**src/rtl/fetch_ctrl.sv**
```systemverilog
// Instruction-fetch sequencer: owns the PC, runs the imem req/ack handshake,
// hands words to decode and applies branch redirects resolved in execute.
//
// state | meaning
// IDLE  | first cycle after reset
// REQ   | request outstanding at pc
// HOLD  | fetched word presented to decode
// DRAIN | redirected while a request was in flight; wait for its ack
// HALT  | misaligned target seen; stopped until reset

`ifndef BRANCH_BASE_RS1
`define BRANCH_BASE_RS1 1'b1
`endif
`ifndef BRANCH_BASE_PC
`define BRANCH_BASE_PC 1'b0
`endif

module fetch_ctrl #(
    parameter logic [31:0] RESET_PC = 32'h0000_0000
) (
    input  logic        clk,
    input  logic        rst,
    output logic        imem_req,
    output logic [31:0] imem_addr,
    input  logic        imem_ack,
    input  logic [31:0] imem_rdata,
    output logic        instr_valid,
    output logic [31:0] instr,
    output logic [31:0] instr_pc,
    input  logic        instr_ready,
    input  logic        ex_valid,
    input  logic        branch_en,
    input  logic        branch_cond,
    input  logic        branch_base_sel,
    input  logic        branch_taken,
    input  logic [31:0] ex_pc,
    input  logic [31:0] rs1_data,
    input  logic [31:0] imm,
    output logic        flush,
    output logic        misalign
);

    localparam logic [2:0] IDLE  = 3'd0;
    localparam logic [2:0] REQ   = 3'd1;
    localparam logic [2:0] HOLD  = 3'd2;
    localparam logic [2:0] DRAIN = 3'd3;
    localparam logic [2:0] HALT  = 3'd4;

    logic [2:0]  state, state_nxt;
    logic [31:0] pc, pc_nxt;
    logic [31:0] instr_nxt, instr_pc_nxt;
    logic [31:0] base, target_raw, target;
    logic        sel_rs1, resolve, redirect, bad_target;

    assign sel_rs1    = (branch_base_sel == `BRANCH_BASE_RS1);
    assign base       = sel_rs1 ? rs1_data : ex_pc;
    assign target_raw = base + imm;
    // JALR clears bit 0 of the sum before the alignment check
    assign target     = {target_raw[31:1], target_raw[0] & ~sel_rs1};
    assign resolve    = ex_valid & branch_en & (~branch_cond | branch_taken);
    assign redirect   = resolve & ~target[1] & (state != HALT);
    assign bad_target = resolve &  target[1] & (state != HALT);

    always_comb begin
        state_nxt    = state;
        pc_nxt       = pc;
        instr_nxt    = instr;
        instr_pc_nxt = instr_pc;
        case (state)
            IDLE: begin
                state_nxt = REQ;
                if (redirect) pc_nxt = target;
            end
            REQ: begin
                if (redirect) begin
                    pc_nxt    = target;
                    state_nxt = imem_ack ? REQ : DRAIN;
                end else if (imem_ack) begin
                    instr_nxt    = imem_rdata;
                    instr_pc_nxt = pc;
                    pc_nxt       = pc + 32'd4;
                    state_nxt    = HOLD;
                end
            end
            HOLD: begin
                if (redirect) begin
                    pc_nxt    = target;
                    state_nxt = REQ;
                end else if (instr_ready) begin
                    state_nxt = REQ;
                end
            end
            DRAIN: begin
                if (redirect) pc_nxt = target;
                else if (imem_ack) state_nxt = REQ;
            end
            default: state_nxt = HALT;
        endcase
        if (bad_target) state_nxt = HALT;
    end

    always_ff @(posedge clk) begin
        if (rst) begin
            state       <= IDLE;
            pc          <= RESET_PC;
            imem_req    <= 1'b0;
            imem_addr   <= RESET_PC;
            instr_valid <= 1'b0;
            instr       <= 32'd0;
            instr_pc    <= 32'd0;
            flush       <= 1'b0;
            misalign    <= 1'b0;
        end else begin
            state       <= state_nxt;
            pc          <= pc_nxt;
            imem_req    <= (state_nxt == REQ) || (state_nxt == DRAIN);
            // DRAIN keeps the stale address until the in-flight ack returns
            if (state_nxt == REQ) imem_addr <= pc_nxt;
            instr_valid <= (state_nxt == HOLD);
            instr       <= instr_nxt;
            instr_pc    <= instr_pc_nxt;
            flush       <= redirect;
            misalign    <= misalign | bad_target;
        end
    end

endmodule

```
**config.mk**
```make
export PLATFORM = sky130hd
export DESIGN_NAME = fetch_ctrl
export DESIGN_NICKNAME = d
export VERILOG_FILES = /design/src/rtl/fetch_ctrl.sv
export SDC_FILE = /design/constraint.sdc
export NUM_CORES = 1
export LEC_CHECK = 0
export ABC_AREA = 1
export CAP_MARGIN = 25
export CORE_ASPECT_RATIO = 2
export CORE_MARGIN = 3
export CORE_UTILIZATION = 28
export DETAILED_ROUTE_END_ITERATION = 8
export GPL_TIMING_DRIVEN = 0
export PLACE_DENSITY = 0.51
export SYNTH_ARGS = -nofsm -noshare
export SYNTH_HDL_FRONTEND = slang
export SYNTH_SLANG_ARGS = --single-unit
```
**constraint.sdc**
```tcl
create_clock -name clk -period 3.9 [get_ports clk]
set_input_delay 0.78 -clock clk [delete_from_list [all_inputs] [get_ports clk]]
set_output_delay 0.78 -clock clk [all_outputs]
set_load 0.05 [all_outputs]
```
==> results.yml <==
run_status:
  status: "finished, final reports clean"
global_route:
  grt_pass1_wl_mm: 55.03
  first_global_vias: 10100
  track_usage_pct: 20.39
  grt_max_degree: 17
  grt-ovfl-total: 0
  antenna_found_initial: 0
synthesis:
  synth_edf_count: 0
  synth_cells: 1580
  syn_area_sq_um: 9092
  ys_seq_area_share_pct: 29.72
  synth.area.top_cells: "dfxtp_1 (30%), nand2_1 (25%), inv_1 (8.2%)"
  ys_types: 37
  syn_nets: 1750
  synth_top_area_share_pct: 29.72
  async_reset_ff_share_pct: 0
  ys_ff_latch: 135
  netlist.top_cell.by_area: "dfxtp_1"
  synth_ff_type: "dfxtp_1"
  yosysWarnings: 0
  syn_area_per_cell_sq_um: 5.755
clock_network:
  cts_inserted_buffers: 17
  clkTransAtPathRegs_ps: 60
  insertion_delay_ps: 430
  cts_root_buffer: "clkbuf_16"
  clockBufferDepth: 2
  htree_num_levels: 4
  cts_sinks: 135
  ctsHoldBuffers: 0
  cts_tree: "built"
worst_setup_path:
  path_class: "in2reg"
  cp_common_cell: "nand2_1"
  cp-end-kind: "flip-flop"
  critical_path.slowest_cell: "fa_1"
  cp_max_fo: 10
  crit_buf_inv: 8
  worst-r2r-cell-count: 15
  worstPathRequired_ps: 4230
  cp_cell_sequence: "clkbuf_2 > clkbuf_4 > nand2_1 > nand2_1 > ha_1 > inv_1 > fa_1 > nand3_4 > nor2_8 > nor2_4 > nand2_4 > inv_2 > nor2_1 > nand3_2 > nor2_4 > buf_12 > buf_6 > buf_6 > nand3_1 > nand2_1 > inv_1"
  crit_family: "simple AND/OR/NAND/NOR gates"
  r2r_end: "imem_addr[20]"
  worstSetupStartpointType: "input pin"
  worst-r2r-setup-slack_ps: 1490
  arrival_ps: 4010
  cpPeakStageDelay_ps: 540
  timing.rr.start: "state[1]"
min_path:
  whs_path_depth: 2
  hp-class: "reg2reg"
  min_to: "instr[29]"
  min_from: "instr[29]"
floorplan:
  num_rows: 92
  die_y_microns: 260.8
  die-area_sq_um: 34800
  core_area_sq_um: 31770
  start_util_pct: 28.62
  fp.dieW_microns: 133.4
  io_pins: 237
cells_and_area:
  n_antenna_cell: 0
  finalNetCount: 2005
  fillers: 3559
  drive_gt1_share_pct: 4.277
  final_cells: 2270
  post-route-util_pct: 39.74
  synthToLayoutAreaGrowth_pct: 38.85
  final_cell_mix: "nand2_1 (617), clkdlybuf4s50_1 (233), inv_1 (197)"
  final_common_cell: "nand2_1"
sta:
  setup_viol: 0
  min_period_over_period_pct: 94.43
  fin_crit_ps: 3683
  skew_ps: 16.37
  hold_viol_final: 0
  worst_pin_slew_ps: 852.7
  slew_headroom_pct: 43.16
  drv_slew: 0
  rsz0062_at_grt: "false"
  max_clock_freq_ghz: 0.2715
drt:
  dr_wl_met3_mm: 1.357
  wl_per_cell_microns: 15.96
  wl_met1_mm: 12.43
  drtIter0Drc: 492
  drc: 0
  top_layer: "met4"
  dr_wl_met2_mm: 20.78
  vias: 10420
  via_per_inst: 4.592
  wl_mm: 36.23
  drtAntennaViolNets: 0
  drtPass1Iterations: 5
power_and_ir_drop:
  p_leak_uw: 0.005883
  peakVddDrop_mv: 0.2693
  p_per_area_nw_per_um2: 425.7
  power_uw: 5375
placement:
  io_buffer_count: 233
  place_congestion: 0.9425
  hpwl_mm: 30.36
  dp_cells: 2236
job:
  maxCapViolCount: 0
## power by group
group,switching (uW),leakage [uW],internal (uW)
logic,1310,0.00449,698
registers,122,0.00110,1530
clock network,630,0.000291,1080
total,2070,0.00588,3310
## timing repair
action	in CTS	in global routing
setup endpoints to repair	124	9
buffers inserted	3	0
gates resized for setup	7	2
pin swaps	1	0
## through the flow
step	hold WS [ps]	setup slack, ps	TNS, ps	instance area, sq um
after floorplan	424.7	473.1	0	9092
after global placement	451.9	-1089	-86950	11950
after detailed placement	454.4	-1158	-92730	11950
after CTS	463.8	36.83	0	12620
after global routing	481.6	21.63	0	12620
final	460.4	217.2	0	12620
## area by class of cell
cell class,count,area (sq um),area share [%]
inverter,203,762.0,6.036
clock buffer,19,442.9,3.508
tap,423,529.3,4.192
sequential,135,2703,21.41
multi-input combinational,1181,5353,42.40
timing repair buffer,236,2367,18.75
clock inverter,12,177.7,1.407
buffer,61,290.3,2.299
## layer usage
| metal | track usage [%] | vias to the layer above |
|---|---|---|
| li1 | - | 5455 |
| met1 | 19.12 | 4595 |
| met3 | 2.122 | 75 |
| met4 | 9.983 | 0 |
| met5 | 0 | - |
| met2 | 42.42 | 298 |
## worst max-delay path by stage
stage / start / endpoint / slack, ps / cells after the start
finish: branch_base_sel / imem_addr[27] / 220 / 21
global placement: branch_base_sel / imem_addr[20] / -1090 / 20
global route: branch_base_sel / imem_addr[27] / 20 / 21
floorplan: branch_base_sel / imem_addr[29] / 470 / 21
detailed placement: branch_base_sel / imem_addr[20] / -1160 / 20
CTS: branch_base_sel / imem_addr[27] / 40 / 22
## sequential cells by signal (all words and copies together), names as in the netlist
signal	count
flush	1
imem_addr	32
imem_req	1
instr	32
instr_pc	32
instr_valid	1
misalign	1
pc	32
state	3
## cell families after synthesis
kind of cell / Yosys count / synth area share, %
simple gates: 944 / 42.49
xor+xnor: 7 / 0.6743
compound gates: 197 / 11.08
buf+inv: 264 / 11.41
fa+ha+maj: 33 / 4.624
flops: 135 / 29.72
## worst register-to-register path, delay by kind of cell, from the launching register on
kind | cells | cell delay [ps]
flip-flops | 1 | 360
AND/OR/NAND/NOR | 10 | 1270
buffers and inverters | 5 | 670
## synthesized netlist by cell type (5+ instances only)
cell type,n
nand4_1,18
inv_2,5
nand3_1,116
o21ai_0,61
dfxtp_1,135
nor3_1,10
clkbuf_1,40
buf_2,16
ha_1,32
a21oi_1,125
inv_1,198
nand2_1,617
xnor2_1,5
nor2_1,162
Power figures use the tool's default switching activity.
